===== config.mk =====
export PLATFORM = sky130hd
export DESIGN_NAME = sprite_blitter
export DESIGN_NICKNAME = d
export VERILOG_FILES = /design/src/rtl/blitter_pkg.sv /design/src/rtl/rect_scan.sv /design/src/rtl/sprite_blitter.sv
export SDC_FILE = /design/constraint.sdc
export NUM_CORES = 1
export LEC_CHECK = 0
export ABC_AREA = 1
export BUFFER_PORTS_ARGS = -buffer_cell sky130_fd_sc_hd__buf_4
export CORE_ASPECT_RATIO = 1.75
export CORE_UTILIZATION = 40
export CTS_CLUSTER_SIZE = 40
export DETAILED_ROUTE_END_ITERATION = 8
export MAX_ROUTING_LAYER = met4
export PLACE_DENSITY = 0.56
export REMOVE_ABC_BUFFERS = 1
export SYNTH_ARGS = -nofsm -noshare
export SYNTH_HDL_FRONTEND = slang
export SYNTH_HIERARCHICAL = 1
export SYNTH_SLANG_ARGS = --single-unit

===== constraint.sdc =====
create_clock -name i_clk -period 5.32 [get_ports i_clk]
set_clock_uncertainty 0.2 [all_clocks]
set_input_delay 0 -clock i_clk [delete_from_list [all_inputs] [get_ports i_clk]]
set_output_delay 0 -clock i_clk [all_outputs]
set_load 0.05 [all_outputs]

===== src/rtl/blitter_pkg.sv =====
// ============================================================================
// Module   : blitter_pkg
// Purpose  : Shared state encoding and default constants for sprite_blitter.
// Revision : 1.0  initial release
// ============================================================================
`default_nettype none

package blitter_pkg;
   typedef logic [1:0] blit_state_t;

   localparam blit_state_t ST_IDLE   = 2'd0;
   localparam blit_state_t ST_CLEAR  = 2'd1;
   localparam blit_state_t ST_SPRITE = 2'd2;
   localparam blit_state_t ST_FINISH = 2'd3;

   localparam int         DEF_H_RES    = 640;
   localparam int         DEF_V_RES    = 480;
   localparam int         DEF_ADDR_W   = 19;
   localparam logic [7:0] DEF_BG_COLOR = 8'b1110_0000;

   localparam int POS_W = 10;  // sprite coordinate width
   localparam int CNT_W = 16;  // scan counter width
endpackage

`default_nettype wire


===== src/rtl/rect_scan.sv =====
// ============================================================================
// Module   : rect_scan
// Purpose  : 2-D raster counter, x inner / y outer, with last-pixel flag.
// Revision : 1.0  initial release
// ============================================================================
`default_nettype none

module rect_scan
   import blitter_pkg::*;
#(
   parameter int CW = CNT_W
) (
   input  logic          i_clk,
   input  logic          i_r,
   input  logic          i_load,
   input  logic          i_step,
   input  logic [CW-1:0] i_width,
   input  logic [CW-1:0] i_height,
   output logic [CW-1:0] o_x,
   output logic [CW-1:0] o_y,
   output logic          o_last
);
   logic [CW-1:0] r_x;
   logic [CW-1:0] r_y;
   logic          w_x_end;
   logic          w_y_end;

   assign w_x_end = (r_x == i_width - 1'b1);
   assign w_y_end = (r_y == i_height - 1'b1);
   assign o_last  = w_x_end & w_y_end;
   assign o_x     = r_x;
   assign o_y     = r_y;

   always_ff @(posedge i_clk or posedge i_r) begin
      if (i_r) begin
         r_x <= '0;
         r_y <= '0;
      end else if (i_load) begin
         r_x <= '0;
         r_y <= '0;
      end else if (i_step) begin
         if (w_x_end) begin
            r_x <= '0;
            r_y <= w_y_end ? '0 : r_y + 1'b1;
         end else begin
            r_x <= r_x + 1'b1;
         end
      end
   end
endmodule

`default_nettype wire


===== src/rtl/sprite_blitter.sv =====
// ============================================================================
// Module   : sprite_blitter
// Purpose  : Frame-buffer writer: optional background clear, then NUM_SPR
//            clipped solid sprites, one pixel per clock.
//            Define SPRITE_BLITTER_CLEAR_EN to compile in the clear pass.
// Revision : 1.0  initial release
// ============================================================================
`default_nettype none

module sprite_blitter
   import blitter_pkg::*;
#(
   parameter int                 H_RES    = DEF_H_RES,
   parameter int                 V_RES    = DEF_V_RES,
   parameter int                 ADDR_W   = DEF_ADDR_W,
   parameter int                 COLOR_W  = 8,
   parameter int                 SPR_W    = 10,
   parameter int                 SPR_H    = 10,
   parameter int                 NUM_SPR  = 4,
   parameter logic [COLOR_W-1:0] BG_COLOR = COLOR_W'(DEF_BG_COLOR)
) (
   input  logic                       i_clk,
   input  logic                       i_r,
   input  logic                       i_start,
   input  logic [NUM_SPR*POS_W-1:0]   i_sprite_x,
   input  logic [NUM_SPR*POS_W-1:0]   i_sprite_y,
   input  logic [NUM_SPR-1:0]         i_sprite_en,
   input  logic [NUM_SPR*COLOR_W-1:0] i_sprite_color,
   output logic                       o_busy,
   output logic                       o_done,
   output logic                       o_we,
   output logic [ADDR_W-1:0]          o_addr,
   output logic [COLOR_W-1:0]         o_color
);
`ifdef SPRITE_BLITTER_CLEAR_EN
   localparam bit CLEAR_EN = 1'b1;
`else
   localparam bit CLEAR_EN = 1'b0;
`endif
   localparam int SW = (NUM_SPR > 1) ? $clog2(NUM_SPR) : 1;

   blit_state_t                r_state;
   logic [SW-1:0]              r_slot;
   logic [NUM_SPR*POS_W-1:0]   r_spr_x;
   logic [NUM_SPR*POS_W-1:0]   r_spr_y;
   logic [NUM_SPR-1:0]         r_spr_en;
   logic [NUM_SPR*COLOR_W-1:0] r_spr_color;
   logic                       r_busy, r_done, r_we;
   logic [ADDR_W-1:0]          r_addr;
   logic [COLOR_W-1:0]         r_color;

   logic                       w_idle, w_accept, w_emit, w_clear_mode, w_last;
   logic [CNT_W-1:0]           w_width, w_height, w_x, w_y;
   logic [NUM_SPR*POS_W-1:0]   w_src_x, w_src_y;
   logic [NUM_SPR-1:0]         w_src_en;
   logic [NUM_SPR*COLOR_W-1:0] w_src_color;
   logic [POS_W-1:0]           w_sx, w_sy;
   logic [10:0]                w_px, w_py;
   logic                       w_en, w_in_frame;
   logic                       w_pix_we;
   logic [ADDR_W-1:0]          w_pix_addr;
   logic [COLOR_W-1:0]         w_pix_color;

   // r_done blocks a restart in the same cycle that done is visible
   assign w_idle       = (r_state == ST_IDLE);
   assign w_accept     = w_idle && i_start && !r_done;
   assign w_emit       = w_accept || (r_state == ST_CLEAR) || (r_state == ST_SPRITE);
   assign w_clear_mode = (r_state == ST_CLEAR) || (w_idle && CLEAR_EN);
   assign w_width      = w_clear_mode ? CNT_W'(H_RES) : CNT_W'(SPR_W);
   assign w_height     = w_clear_mode ? CNT_W'(V_RES) : CNT_W'(SPR_H);

   rect_scan #(.CW(CNT_W)) u_scan (
      .i_clk    (i_clk),
      .i_r      (i_r),
      .i_load   (w_emit && w_last),
      .i_step   (w_emit && !w_last),
      .i_width  (w_width),
      .i_height (w_height),
      .o_x      (w_x),
      .o_y      (w_y),
      .o_last   (w_last)
   );

   // The first pixel is emitted in the start cycle, before the shadows load
   assign w_src_x     = w_idle ? i_sprite_x     : r_spr_x;
   assign w_src_y     = w_idle ? i_sprite_y     : r_spr_y;
   assign w_src_en    = w_idle ? i_sprite_en    : r_spr_en;
   assign w_src_color = w_idle ? i_sprite_color : r_spr_color;

   assign w_sx       = w_src_x[r_slot*POS_W +: POS_W];
   assign w_sy       = w_src_y[r_slot*POS_W +: POS_W];
   assign w_en       = w_src_en[r_slot];
   assign w_px       = {1'b0, w_sx} + 11'(w_x);
   assign w_py       = {1'b0, w_sy} + 11'(w_y);
   assign w_in_frame = ({21'd0, w_px} < H_RES) && ({21'd0, w_py} < V_RES);

   always_comb begin
      w_pix_we    = 1'b0;
      w_pix_addr  = '0;
      w_pix_color = '0;
      if (w_clear_mode) begin
         w_pix_we    = 1'b1;
         w_pix_addr  = ADDR_W'(w_y) * ADDR_W'(H_RES) + ADDR_W'(w_x);
         w_pix_color = BG_COLOR;
      end else if (w_en && w_in_frame) begin
         w_pix_we    = 1'b1;
         w_pix_addr  = ADDR_W'(w_py) * ADDR_W'(H_RES) + ADDR_W'(w_px);
         w_pix_color = w_src_color[r_slot*COLOR_W +: COLOR_W];
      end
   end

   always_ff @(posedge i_clk or posedge i_r) begin
      if (i_r) begin
         r_state     <= ST_IDLE;
         r_slot      <= '0;
         r_spr_x     <= '0;
         r_spr_y     <= '0;
         r_spr_en    <= '0;
         r_spr_color <= '0;
         r_busy      <= 1'b0;
         r_done      <= 1'b0;
         r_we        <= 1'b0;
         r_addr      <= '0;
         r_color     <= '0;
      end else begin
         r_done  <= 1'b0;
         r_we    <= 1'b0;
         r_addr  <= '0;
         r_color <= '0;
         if (w_accept) begin
            r_spr_x     <= i_sprite_x;
            r_spr_y     <= i_sprite_y;
            r_spr_en    <= i_sprite_en;
            r_spr_color <= i_sprite_color;
         end
         case (r_state)
            ST_FINISH: begin
               r_busy  <= 1'b0;
               r_done  <= 1'b1;
               r_state <= ST_IDLE;
            end
            default: begin
               if (w_emit) begin
                  r_busy  <= 1'b1;
                  r_we    <= w_pix_we;
                  r_addr  <= w_pix_addr;
                  r_color <= w_pix_color;
                  if (!w_last) begin
                     r_state <= w_clear_mode ? ST_CLEAR : ST_SPRITE;
                  end else if (w_clear_mode) begin
                     r_state <= ST_SPRITE;
                  end else if (r_slot == SW'(NUM_SPR - 1)) begin
                     r_state <= ST_FINISH;
                     r_slot  <= '0;
                  end else begin
                     r_slot  <= r_slot + 1'b1;
                     r_state <= ST_SPRITE;
                  end
               end
            end
         endcase
      end
   end

   assign o_busy  = r_busy;
   assign o_done  = r_done;
   assign o_we    = r_we;
   assign o_addr  = r_addr;
   assign o_color = r_color;
endmodule

`default_nettype wire


==> out/results.txt <==
1st-pass router iterations -> 5
Area taken by multi-input logic gates -> 0.00812 mm^2
RSZ-0062 raised after global routing -> true
Synth Cell Area -> 0.0137 mm^2
Sw Share -> 0.458
Die Height -> 247 um
Reg power frac -> 0.286
Crit-path max FO -> 56
CTS Buf Count -> 17
Hold WS -> 0.0409 ns
Worst min path class -> in2async
Register area share after synthesis -> 0.332
Max clock buf depth -> 2
GP Congestion -> 0.940
Final Hold Vio Count -> 0
Initial antenna violation count -> 0
Post-Syn Instances -> 2,028
Clock Latency Late Sink -> 0.46 ns
Int Pwr -> 0.00423 W
Via density -> 4.99
Worst IR drop on VDD -> 0.303 mV
Largest net degree at the start of global routing -> 111
Syn Area/Cell -> 6.77 um^2
Crit path from -> r_state[0]
Req. time, crit path -> 5.45 ns
CP startpoint kind -> register
Clock Tree Root -> clkbuf_16
GRT Overall Usage -> 0.252
FF+latch count, synth -> 182
Post-synth top flop -> dfrtp_1
Io pins -> 149
Slowest stage delay, CP -> 0.48 ns
Crit. End Element -> register
Total power per unit cell area -> 450 mW/mm^2
Tmin final -> 4.94 ns
Reg2Reg Launch Point -> r_state[0]
Yosys warning count -> 6
Core footprint -> 0.0337 mm^2
Clk pwr share -> 0.181
# clock sinks -> 182
Worst-Margin Slew -> 0.949 ns
Critical-path top delay cell -> buf_4
N_diodes -> 0
FILL cells -> 3,400
WS Path Type -> reg2reg
Switching pwr -> 0.00358 W
Register area -> 0.00456 mm^2
PortBufs -> 148
Slew HR -> 0.368
GR Overflow Total -> 0
Final setup viols -> 0
Vias after detailed routing -> 13,900
Fin area -> 0.0174 mm^2
Status -> finished, final reports clean
DR DRC count -> 0
TritonCTS clock tree -> yes
DR WL/cell -> 14.7 um
Synthesis-to-layout area growth -> 26.5%
Period utilization -> 0.929
Row count -> 89
Clock Pin Slew Worst Setup and Hold Paths -> 0.08 ns
Yosys cell types -> 47
Overall power -> 0.00781 W
H-tree Lvls -> 4
Logic pwr share -> 0.533
Ratio of cells with drive above 1 in the final layout -> 0.116
Synth async-reset ratio -> 1.00
Worst path most repeated cell -> nand2_1
First-pass GRT wire length -> 67,800 um
Max Cap Viol -> 0
Placed Area -> 0.0155 mm^2
Peak Freq -> 202 MHz
Die area -> 0.0351 mm^2
Nets@finish -> 2,519
Final ANT Viol Nets -> 0
Starting Density -> 0.407
DR iter-0 viols -> 660
Post-CTS setup buffers -> 0
Chip width -> 142 um
Leak -> 8.99 nW
WL final -> 41,100 um
Max-slew violation count -> 0
Worst EP arrival -> 5.07 ns
Final setup TNS -> 0 ns
Post-synth EDFFs -> 0
Vias in the first global route -> 13,700
Post-DP HPWL -> 29,600 um
-- cell families (layout without fill, tap and decap cells) --
kind of cell             count (synthesis)  count (layout)  share of synthesized area
AND/OR/NAND/NOR                        929             929                      0.291
AO/OA/AOI/OAI                          446             446                      0.172
buffers and inverters                  337             577                     0.0964
flip-flops                             182             182                      0.332
adder cells (fa/ha/maj)                 77              77                     0.0735
XOR/XNOR                                56              56                     0.0357
other                                    1              69                   0.000273
-- worst paths after layout --
check	endpoint	cells past startpoint	slack, ns
min reg2reg	r_spr_color[27]	2	0.27
max in group asynchronous	r_slot[0]	4	3.77
max	o_addr[17]	26	0.38
max reg2reg	o_addr[17]	26	0.38
min	u_scan/o_x[3]	4	0.04
min in group i_clk	r_state[1]	5	0.05
-- power groups by stage --
stage               Clock [W]  Combinational, W  Sequential [W]
global placement            0           0.00406         0.00224
CTS                   0.00145           0.00417         0.00223
floorplan                   0           0.00287         0.00236
global route          0.00150           0.00476         0.00230
finish                0.00142           0.00416         0.00223
detailed placement          0           0.00408         0.00226
-- cells in the mapped netlist, drive strengths merged (2+ instances only) --
cell / number / area, um^2
a31o: 2 / 17.5
xnor2: 21 / 184
nor4: 4 / 25.0
nor2: 188 / 778
inv: 251 / 942
a21boi: 2 / 15.0
o21bai: 5 / 37.5
nand2: 529 / 2020
xor2: 35 / 307
clkbuf: 64 / 240
and2: 2 / 12.5
o21ai: 255 / 1280
a31oi: 4 / 25.0
nand3b: 15 / 113
a21o: 2 / 15.0
a311oi: 3 / 26.3
fa: 6 / 120
nand4: 27 / 169
nor3: 16 / 103
o22ai: 10 / 62.6
and3: 2 / 12.5
a21oi: 143 / 719
or2: 8 / 50.1
dfrtp: 182 / 4550
buf: 22 / 141
o211ai: 14 / 105
o221ai: 5 / 43.8
ha: 71 / 888
nand3: 136 / 696
-- worst max-delay path, delay by kind of cell, from the launching register on --
kind | cells | cell delay [ns]
compound gates | 6 | 0.81
flops | 1 | 0.44
simple gates | 13 | 1.38
buf+inv | 3 | 0.67
xor+xnor | 1 | 0.31
fa+ha+maj | 3 | 0.97
-- cell usage in the layout (no fill, tap or decap), drive strengths merged, types with 69 or more instances in the layout --
master,netlist,layout
nand2,529,529
dlygate4sd3,0,117
dfrtp,182,182
buf,22,177
a21oi,143,143
nor2,188,188
ha,71,71
o21ai,255,255
conb,1,69
inv,251,259
nand3,136,136
-- per-stage QoR --
| stage | util | worst slack (ns) | instances |
|---|---|---|---|
| after floorplan | - | -2.20 | 2010 |
| after global placement | 0.460 | 0.418 | 2642 |
| after detailed placement | 0.460 | 0.363 | 2642 |
| after CTS | 0.514 | 0.330 | 2791 |
| after global routing | 0.515 | -0.0774 | 2791 |
| final | 0.515 | 0.378 | 2791 |
-- state kept, by name, summed over array words and instances (netlist names) --
| register | count |
|---|---|
| r_state | 2 |
| u_scan/o_x | 16 |
| o_done | 1 |
| o_we | 1 |
| r_spr_en | 4 |
| r_spr_y | 40 |
| o_addr | 19 |
| u_scan/o_y | 16 |
| r_slot | 2 |
| r_spr_color | 32 |
| o_busy | 1 |
| o_color | 8 |
| r_spr_x | 40 |
-- area by class of cell --
class / count / area share
Multi-Input combinational cell: 1577 / 0.467
Sequential cell: 182 / 0.262
Timing Repair Buffer: 294 / 0.145
Inverter: 251 / 0.0548
Tap cell: 455 / 0.0328
Clock buffer: 18 / 0.0253
Clock inverter: 14 / 0.0119
-- layer usage --
layer / share of wire / vias to the layer above / GRT usage / wire length, um
met5: 0 / - / - / 0
met4: 0.035 / 0 / 0.107 / 1460
met3: 0.028 / 72 / 0.0259 / 1160
met2: 0.53 / 285 / 0.463 / 21900
met1: 0.40 / 6449 / 0.273 / 16700
li1: - / 7129 / - / -
-- timing repair --
item	CTS	global route
endpoints found under the setup margin	0	2
resized for setup	0	3
endpoints found under the hold margin	241	0
hold buffers	117	0
Note: power is estimated with default switching activity, not from simulation.
